`src/rtl/jenc_rgb2ycbcr.sv`:
```
// rtl/jenc_rgb2ycbcr.sv - RGB to JFIF YCbCr 3-stage stall-all pipeline with frame/line markers
// Build option: define JENC_RGB2YCBCR_CHROMA422_EN for horizontal 4:2:2 chroma averaging.

module jenc_rgb2ycbcr #(
   parameter int DW            = 8,
   parameter int SENSOR_X_SIZE = 720,
   parameter int SENSOR_Y_SIZE = 720,
   localparam int XW           = $clog2(SENSOR_X_SIZE),
   localparam int YW           = $clog2(SENSOR_Y_SIZE)
) (
   input  logic                 clk,
   input  logic                 resetn,
   input  logic [2:0][DW-1:0]   rgb24,
   input  logic                 rgb24_valid,
   output logic                 rgb24_hold,
   input  logic                 frame_valid,
   input  logic                 line_valid,
   output logic [2:0][DW-1:0]   yuv,
   output logic                 yuv_valid,
   output logic                 yuv_c_valid,
   output logic                 yuv_sof,
   output logic                 yuv_eol,
   output logic                 yuv_eof,
   input  logic                 yuv_hold,
   output logic                 geom_err,
   input  logic [XW-1:0]        x_size_m1,
   input  logic [YW-1:0]        y_size_m1
);

   // Coefficients x256, row-major: Y(R,G,B), Cb(R,G,B), Cr(R,G,B)
   localparam logic signed [16:0] COEF [0:8] = '{
      17'sd77,  17'sd150,  17'sd29,
     -17'sd43, -17'sd85,   17'sd128,
      17'sd128, -17'sd107, -17'sd21
   };
   localparam logic [XW-1:0] X_ONE = 1;
   localparam logic [YW-1:0] Y_ONE = 1;

   logic acc;
   logic at_sof, at_eol, at_eof, err_det;

   logic [XW-1:0] x_cnt_q;
   logic [YW-1:0] y_cnt_q;
   logic          fv_q, lv_q, geom_err_q;

   logic signed [16:0] p_d [0:8];
   logic signed [16:0] p_q [0:8];
   logic               v1_q, sof1_q, eol1_q, eof1_q;

   logic signed [18:0] s_d [0:2];
   logic signed [18:0] s_q [0:2];
   logic               v2_q, sof2_q, eol2_q, eof2_q;

   logic [DW-1:0]      y_n, cb_n, cr_n;

   logic [2:0][DW-1:0] yuv_q;
   logic               yuv_valid_q, yuv_c_valid_q;
   logic               yuv_sof_q, yuv_eol_q, yuv_eof_q;

`ifdef JENC_RGB2YCBCR_CHROMA422_EN
   logic               odd1_q, odd2_q;
   logic [DW-1:0]      cb_even_q, cr_even_q;
   logic [DW:0]        cb_sum, cr_sum;
`endif

   // Signed 19-bit value to unsigned component range
   function automatic logic [DW-1:0] clamp_u8(input logic signed [18:0] v);
      if (v < 19'sd0)
         return '0;
      else if (v > 19'sd255)
         return {DW{1'b1}};
      else
         return v[DW-1:0];
   endfunction

   assign rgb24_hold = yuv_hold;
   assign acc        = rgb24_valid & line_valid & ~yuv_hold;

   // Geometry decode of the current counter position and error detection
   always_comb begin
      at_sof  = (x_cnt_q == '0) && (y_cnt_q == '0);
      at_eol  = (x_cnt_q == x_size_m1);
      at_eof  = at_eol && (y_cnt_q == y_size_m1);
      err_det = (fv_q & ~frame_valid & ~at_sof) |
                (lv_q & ~line_valid & (x_cnt_q != '0));
`ifdef JENC_RGB2YCBCR_CHROMA422_EN
      // Chroma pairing needs an even pixel count per line
      err_det = err_det | (acc & at_eol & ~x_size_m1[0]);
`endif
   end

   // Position counters; a geometry error overrides any wrap in the same cycle
   always_ff @(posedge clk) begin
      if (!resetn) begin
         x_cnt_q    <= '0;
         y_cnt_q    <= '0;
         fv_q       <= 1'b0;
         lv_q       <= 1'b0;
         geom_err_q <= 1'b0;
      end else begin
         fv_q       <= frame_valid;
         lv_q       <= line_valid;
         geom_err_q <= err_det;
         if (err_det) begin
            x_cnt_q <= '0;
            y_cnt_q <= '0;
         end else if (acc) begin
            if (at_eol) begin
               x_cnt_q <= '0;
               y_cnt_q <= at_eof ? '0 : y_cnt_q + Y_ONE;
            end else begin
               x_cnt_q <= x_cnt_q + X_ONE;
            end
         end
      end
   end

   // Nine coefficient products from the incoming pixel
   always_comb begin
      for (int c = 0; c < 3; c++) begin
         for (int j = 0; j < 3; j++) begin
            p_d[3*c+j] = COEF[3*c+j] * $signed({{(17-DW){1'b0}}, rgb24[j]});
         end
      end
   end

   // Stage 1: products with their pixel's valid and markers
   always_ff @(posedge clk) begin
      if (!resetn) begin
         for (int i = 0; i < 9; i++) p_q[i] <= '0;
         v1_q   <= 1'b0;
         sof1_q <= 1'b0;
         eol1_q <= 1'b0;
         eof1_q <= 1'b0;
`ifdef JENC_RGB2YCBCR_CHROMA422_EN
         odd1_q <= 1'b0;
`endif
      end else if (!yuv_hold) begin
         for (int i = 0; i < 9; i++) p_q[i] <= p_d[i];
         v1_q   <= acc;
         sof1_q <= acc & at_sof;
         eol1_q <= acc & at_eol;
         eof1_q <= acc & at_eof;
`ifdef JENC_RGB2YCBCR_CHROMA422_EN
         odd1_q <= x_cnt_q[0];
`endif
      end
   end

   // Per-component sums with the rounding constant
   always_comb begin
      for (int c = 0; c < 3; c++) begin
         s_d[c] = p_q[3*c] + p_q[3*c+1] + p_q[3*c+2] + 19'sd128;
      end
   end

   // Stage 2: rounded sums
   always_ff @(posedge clk) begin
      if (!resetn) begin
         for (int c = 0; c < 3; c++) s_q[c] <= '0;
         v2_q   <= 1'b0;
         sof2_q <= 1'b0;
         eol2_q <= 1'b0;
         eof2_q <= 1'b0;
`ifdef JENC_RGB2YCBCR_CHROMA422_EN
         odd2_q <= 1'b0;
`endif
      end else if (!yuv_hold) begin
         for (int c = 0; c < 3; c++) s_q[c] <= s_d[c];
         v2_q   <= v1_q;
         sof2_q <= sof1_q;
         eol2_q <= eol1_q;
         eof2_q <= eof1_q;
`ifdef JENC_RGB2YCBCR_CHROMA422_EN
         odd2_q <= odd1_q;
`endif
      end
   end

   // Floor shift, chroma offset and clamp
   always_comb begin
      y_n  = clamp_u8(s_q[0] >>> 8);
      cb_n = clamp_u8((s_q[1] >>> 8) + 19'sd128);
      cr_n = clamp_u8((s_q[2] >>> 8) + 19'sd128);
`ifdef JENC_RGB2YCBCR_CHROMA422_EN
      cb_sum = {1'b0, cb_even_q} + {1'b0, cb_n} + {{DW{1'b0}}, 1'b1};
      cr_sum = {1'b0, cr_even_q} + {1'b0, cr_n} + {{DW{1'b0}}, 1'b1};
`endif
   end

   // Stage 3: registered outputs
   always_ff @(posedge clk) begin
      if (!resetn) begin
         yuv_q         <= '0;
         yuv_valid_q   <= 1'b0;
         yuv_c_valid_q <= 1'b0;
         yuv_sof_q     <= 1'b0;
         yuv_eol_q     <= 1'b0;
         yuv_eof_q     <= 1'b0;
`ifdef JENC_RGB2YCBCR_CHROMA422_EN
         cb_even_q     <= '0;
         cr_even_q     <= '0;
`endif
      end else if (!yuv_hold) begin
         yuv_q[0]    <= y_n;
         yuv_valid_q <= v2_q;
         yuv_sof_q   <= sof2_q;
         yuv_eol_q   <= eol2_q;
         yuv_eof_q   <= eof2_q;
`ifdef JENC_RGB2YCBCR_CHROMA422_EN
         // Even pixel stashes its chroma; odd pixel emits the pair average
         yuv_c_valid_q <= v2_q & odd2_q;
         if (v2_q && !odd2_q) begin
            cb_even_q <= cb_n;
            cr_even_q <= cr_n;
         end
         if (v2_q && odd2_q) begin
            yuv_q[1] <= cb_sum[DW:1];
            yuv_q[2] <= cr_sum[DW:1];
         end
`else
         yuv_q[1]      <= cb_n;
         yuv_q[2]      <= cr_n;
         yuv_c_valid_q <= v2_q;
`endif
      end
   end

   assign yuv         = yuv_q;
   assign yuv_valid   = yuv_valid_q;
   assign yuv_c_valid = yuv_c_valid_q;
   assign yuv_sof     = yuv_sof_q;
   assign yuv_eol     = yuv_eol_q;
   assign yuv_eof     = yuv_eof_q;
   assign geom_err    = geom_err_q;

endmodule

```
`config.mk`:
```
export PLATFORM = sky130hd
export DESIGN_NAME = jenc_rgb2ycbcr
export DESIGN_NICKNAME = d
export VERILOG_FILES = /design/src/rtl/jenc_rgb2ycbcr.sv
export SDC_FILE = /design/constraint.sdc
export NUM_CORES = 1
export LEC_CHECK = 0
export ABC_AREA = 0
export CELL_PAD_IN_SITES_DETAIL_PLACEMENT = 1
export CELL_PAD_IN_SITES_GLOBAL_PLACEMENT = 2
export CORE_MARGIN = 2
export CORE_UTILIZATION = 42
export CTS_CLUSTER_DIAMETER = 30
export DETAILED_ROUTE_END_ITERATION = 10
export PLACE_DENSITY_LB_ADDON = 0.2
export SYNTH_ARGS = -nofsm -noshare
export SYNTH_HDL_FRONTEND = slang
export SYNTH_SLANG_ARGS = --single-unit
```
`constraint.sdc`:
```
create_clock -name clk -period 5.8 [get_ports clk]
set_input_delay 0.58 -clock clk [delete_from_list [all_inputs] [get_ports clk]]
set_output_delay 0.58 -clock clk [all_outputs]
set_load 0.005 [all_outputs]
```
==> After elaboration in Yosys (flattened, before gate mapping) <==
Memories as Yosys holds them, arrays and structs flattened.
Index checks and enable logic that the tools add are counted.
{ "totals": {"reg_bits": 59, "ram_bits": 210, "in_bits": 50, "word_cells": 108, "memories": 2} }
{ "classes": {"add_sub_neg": 13, "multipliers": 7, "n_lt_le_gt_ge": 6, "eq_ne": 2, "mux": 24, "n_bitwise": 27, "reduce_logical": 7} }
{ "memory_table": {"columns": ["memory", "words", "word_bits", "read_ports", "rd_clocked_by_memory_dff", "wr", "line", "source"], "rows": [
  ["p_q", 9, 17, 9, 0, 9, "47", "logic signed [16:0] p_q [0:8];"],
  ["s_q", 3, 19, 3, 0, 3, "51", "logic signed [18:0] s_q [0:2];"]
]} }
{ "op_table": {"columns": ["cell", "count"], "rows": [
  ["two-way mux 17 bit", 9],
  ["adder 18 x 17 -> 19 bit", 3],
  ["adder 19 x 9 -> 19 bit, second input constant", 3],
  ["two-way mux 19 bit", 3],
  ["adder 17 x 17 -> 18 bit", 3],
  ["two-way mux 8 bit", 6],
  ["multiplier 8 x 9 -> 17 bit, first input constant", 2],
  ["multiplier 7 x 8 -> 15 bit, first input constant", 2],
  ["adder 11 x 9 -> 12 bit, second input constant", 2],
  ["greater-than comparator 12 x 9 -> 1 bit, second input constant", 2],
  ["< comparator 12 x 1 -> 1 bit, second input constant", 2],
  ["adder 10 x 1 -> 10 bit, second input constant", 2],
  ["equality test 10 bit", 2],
  ["zero test 10 bit", 2],
  ["two-way mux 10 bit", 2],
  ["multiplier 7 x 9 -> 16 bit, first input constant", 1],
  ["multiplier 6 x 9 -> 15 bit, first input constant", 1],
  ["multiplier 5 x 8 -> 13 bit, first input constant", 1],
  ["OR 1 bit", 13],
  ["greater-than comparator 11 x 9 -> 1 bit, second input constant", 1],
  ["< comparator 11 x 1 -> 1 bit, second input constant", 1],
  ["nonzero test 10 bit", 1],
  ["AND 1 bit", 9],
  ["inverter 1 bit", 5],
  ["other kinds (4)", 8]
]} }

==> Logic depth before layout (Yosys ltp) <==
{ "logic_depth": {"ltp_word": 6, "mapped_depth": 15} }

==> Least setup slack after synthesis <==
Ideal clock, no wire load.
{ "synth_timing": {"path_type": "input to register", "start": "input port resetn", "end": "memory p_q[6][7] (netlist: p_q[0][109]) (enable)", "t_arrival_ns": 4.077, "setup_slack_ns": 1.227, "cell_stages": 5, "cell_sequence": "clkbuf_1 > and2_1 > clkbuf_1 > clkbuf_1 > inv_1"} }
{ "synth_rtl": {"columns": ["element", "line", "source"], "rows": [
  ["start: declaration", "12", "input logic resetn,"],
  ["end: declaration", "47", null]
]} }

==> results.ini <==
[run_status]
status=complete, no violations

[sta]
fmax_ghz=0.210
max_slew.worst_pin.slew_ps=842
max_slew_margin_pct=43.9
fin_tns_setup_ps=0
slew_viol_final=0
finClkSkew_ps=42.2
hold_viol_final=0
fin_ws_ps=1030
setup_viol=0
rsz0062_at_grt=no
period_minus_slack_ps=4770
min_period_over_period_pct=82.2

[detailed_routing]
drt_iter0_markers=409
vias=12100
wl_um=43000
wl_per_cell_um=18.1
first_pass_iters=4
drc=0
vias_per_cell=5.12
antenna_left=0

[place]
place_ws_ps=424
io_buffers=80
dp_hpwl_um=34200
postPlaceCellArea_um2=19100
place_congestion=0.816
dpl.cell_count=2271

[yosys]
synthFlopType=edfxtp_1
syn_inst=1674
synth-seq-area-share_pct=31.2
yosys_warnings=0
synth_edf_count=144
synth_area_um2=17600
ys_types=61
syn_area_per_cell_um2=10.5
syn_nets=2192
synthArstFlopShare_pct=0
synth-seq-cells=203

[critical_path]
arrival_ps=5110
start_kind=input pin
critPathMaxStageDelay_ps=620
slowest_stage=clkdlybuf4s50_1
path_cells=clkdlybuf4s50_1, inv_1, ha_1, inv_1, ha_1, fa_1, fa_1, inv_1, fa_1, nor2b_1, o21ai_0, a21boi_0, o21ai_0, a21oi_1, a31oi_1, mux2i_1
critPathMaxFanout=6
cp-end-kind=flop
critPathKind=in2reg
worst_ep_required_time_ps=6150

[final_layout]
diodes=0
seq_area_um2=5510
fin_cells=2374
fillCellCount=4475
multi_input_area_um2=11200
syn_to_final_growth_pct=19.4
drive_above_1_share_pct=6.59
design_area_um2=21100
final_nets=2307

[global_route]
grt_pass1_wl_um=69900
grtUsageTotal_pct=20.3
antenna_found_initial=0
grt_max_degree=87
grt.overflow.total=0
grt_pass1_vias=13100

[floorplanning]
die_h_um=209
rows=75
pin_count=81
core_um2=41700
initial_utilization_pct=42.3
dieArea_um2=43600
fp.dieW_um=209

[cts]
cts_hold_buffers=0
clk_latency_ps=610
h-tree-depth=2
cts.sinks=203
cts_setup_buffers=0
cts_made_buffers=55
clock_path_buffers=3
clkTransAtPathRegs_ps=40
cts-resized-gates=0
root_buffer=clkbuf_16
cts_tree=yes

[pwr]
ir_drop_v=0.000215
power.density_nw_per_um2=402
p_total_mw=8.46
p_leak_nw=9.92

[worst_hold_path]
hold_class=reg2reg

[job]
cap_violations=0

where the power goes:
part	switching (mW)	total [mW]	internal, mW
registers	0.140	1.99	1.85
clock network	0.989	3.18	2.19
logic	1.88	3.30	1.42
total	3.01	8.46	5.45
final timing paths:
| check | start | to | slack [ps] | depth (start not counted) |
|---|---|---|---|---|
| hold / removal | yuv[6]$_SDFFE_PN0N_ | yuv[6]$_SDFFE_PN0N_ | 430 | 2 |
| setup reg to reg | p_q[0][6]$_SDFFCE_PN0P_ | s_q[0][17]$_SDFFCE_PN0P_ | 2370 | 10 |
| hold reg to reg | yuv[6]$_SDFFE_PN0N_ | yuv[6]$_SDFFE_PN0N_ | 430 | 2 |
| setup / recovery | rgb24[18] | p_q[0][151]$_SDFFCE_PN0P_ | 1030 | 16 |
metal layers:
metal	GRT usage, %	share of wire, %	up-vias
met5	0	0	-
met4	5.42	1.6	0
met3	2.57	2.6	45
met2	35.9	49	131
met1	26.1	47	5909
li1	-	-	6062
flip-flops by register name (all words and copies together), names as in the netlist:
name,flops
yuv_sof,1
eof1_q,1
yuv,24
v1_q,1
geom_err,1
fv_q,1
yuv_eol,1
y_cnt_q,10
sof2_q,1
x_cnt_q,10
p_q,112
eol1_q,1
eof2_q,1
yuv_eof,1
v2_q,1
lv_q,1
yuv_valid,1
sof1_q,1
s_q,32
eol2_q,1
cells by family (layout without fill, tap and decap cells):
group / after synthesis / count (layout) / synth area share (%)
and+or+nand+nor: 403 / 403 / 10.7
adders and majority gates: 468 / 468 / 37.4
muxes: 13 / 13 / 0.738
DFF: 203 / 203 / 31.2
buffers and inverters: 236 / 397 / 5.07
xor gates and xnor gates: 107 / 107 / 5.32
AOI/OAI and AO/OA: 244 / 244 / 9.46
worst max-delay path, delay by kind of cell:
| kind | cells | cell delay [ps] |
|---|---|---|
| simple gates | 1 | 180 |
| fa+ha+maj | 5 | 2180 |
| mux | 1 | 150 |
| compound gates | 5 | 1070 |
| buf+inv | 4 | 950 |
layout by cell type (no fill, tap or decap), types with 5 or more instances in the layout:
cell type | synthesis | final
a2111oi_0 | 5 | 5
a211o_1 | 5 | 5
a211oi_1 | 7 | 7
a21o_1 | 29 | 29
a21oi_1 | 61 | 61
a31oi_1 | 7 | 7
a41oi_1 | 5 | 5
and2_1 | 32 | 32
and3_1 | 11 | 11
buf_4 | 2 | 10
bufinv_16 | 0 | 10
clkbuf_16 | 0 | 55
clkdlybuf4s50_1 | 0 | 80
clkinv_1 | 0 | 6
clkinv_2 | 0 | 7
clkinvlp_4 | 0 | 15
dfxtp_1 | 59 | 59
edfxtp_1 | 144 | 144
fa_1 | 99 | 99
ha_1 | 369 | 369
inv_1 | 204 | 203
mux2i_1 | 13 | 13
nand2_1 | 87 | 87
nand2b_1 | 10 | 9
nand3_1 | 24 | 24
nand4_1 | 13 | 13
nor2_1 | 153 | 153
nor2b_1 | 19 | 18
nor3_1 | 25 | 25
nor3b_1 | 5 | 5
o21a_1 | 16 | 16
o21ai_0 | 50 | 50
o21bai_1 | 16 | 16
o22ai_1 | 5 | 5
o31ai_1 | 5 | 5
or2_2 | 5 | 5
or3_1 | 7 | 7
xnor2_1 | 71 | 71
xor2_1 | 36 | 36
area by class of cell:
type	instances	share of cell area (%)
multi-input cells	1235	53.4
well taps	539	3.20
inverters	204	3.66
clock buffers	58	6.59
flip-flops and latches	203	26.1
repair buffers	90	4.16
clock inverters	45	2.83
per-stage QoR:
| stage | utilization (%) | hold slack [ps] |
|---|---|---|
| after floorplan | - | 422 |
| after global placement | 45.8 | 425 |
| after detailed placement | 45.8 | 433 |
| after CTS | 50.5 | 439 |
| after global routing | 50.5 | 455 |
| final | 50.5 | 434 |
Yosys cell counts, types with 3 or more instances:
library cell / instances / area (um^2)
buf_1: 4 / 15.0
nand2_1: 87 / 327
o21a_1: 16 / 120
xor2_1: 36 / 315
o31ai_1: 5 / 37.5
a21oi_1: 61 / 305
nor2_1: 153 / 574
nand3_1: 24 / 120
a211o_1: 5 / 43.8
mux2i_1: 13 / 130
a211oi_1: 7 / 52.6
a2111o_1: 4 / 45.0
or3_1: 7 / 43.8
xnor2_1: 71 / 622
a21boi_0: 4 / 30.0
edfxtp_1: 144 / 4320
nor4_1: 4 / 25.0
nor3_1: 25 / 125
nor3b_1: 5 / 37.5
o22ai_1: 5 / 31.3
nand2b_1: 10 / 62.6
nor2b_1: 19 / 119
clkbuf_1: 26 / 97.6
inv_1: 204 / 766
a41oi_1: 5 / 43.8
ha_1: 369 / 4620
o21ai_0: 50 / 250
o21bai_1: 16 / 120
or2_2: 5 / 31.3
nand4_1: 13 / 81.3
dfxtp_1: 59 / 1180
a21o_1: 29 / 218
and3_1: 11 / 68.8
and2_1: 32 / 200
a31oi_1: 7 / 43.8
o41ai_1: 4 / 35.0
o31a_1: 3 / 26.3
fa_1: 99 / 1980
a2111oi_0: 5 / 43.8
No activity file was read; power rests on OpenSTA's default activity.
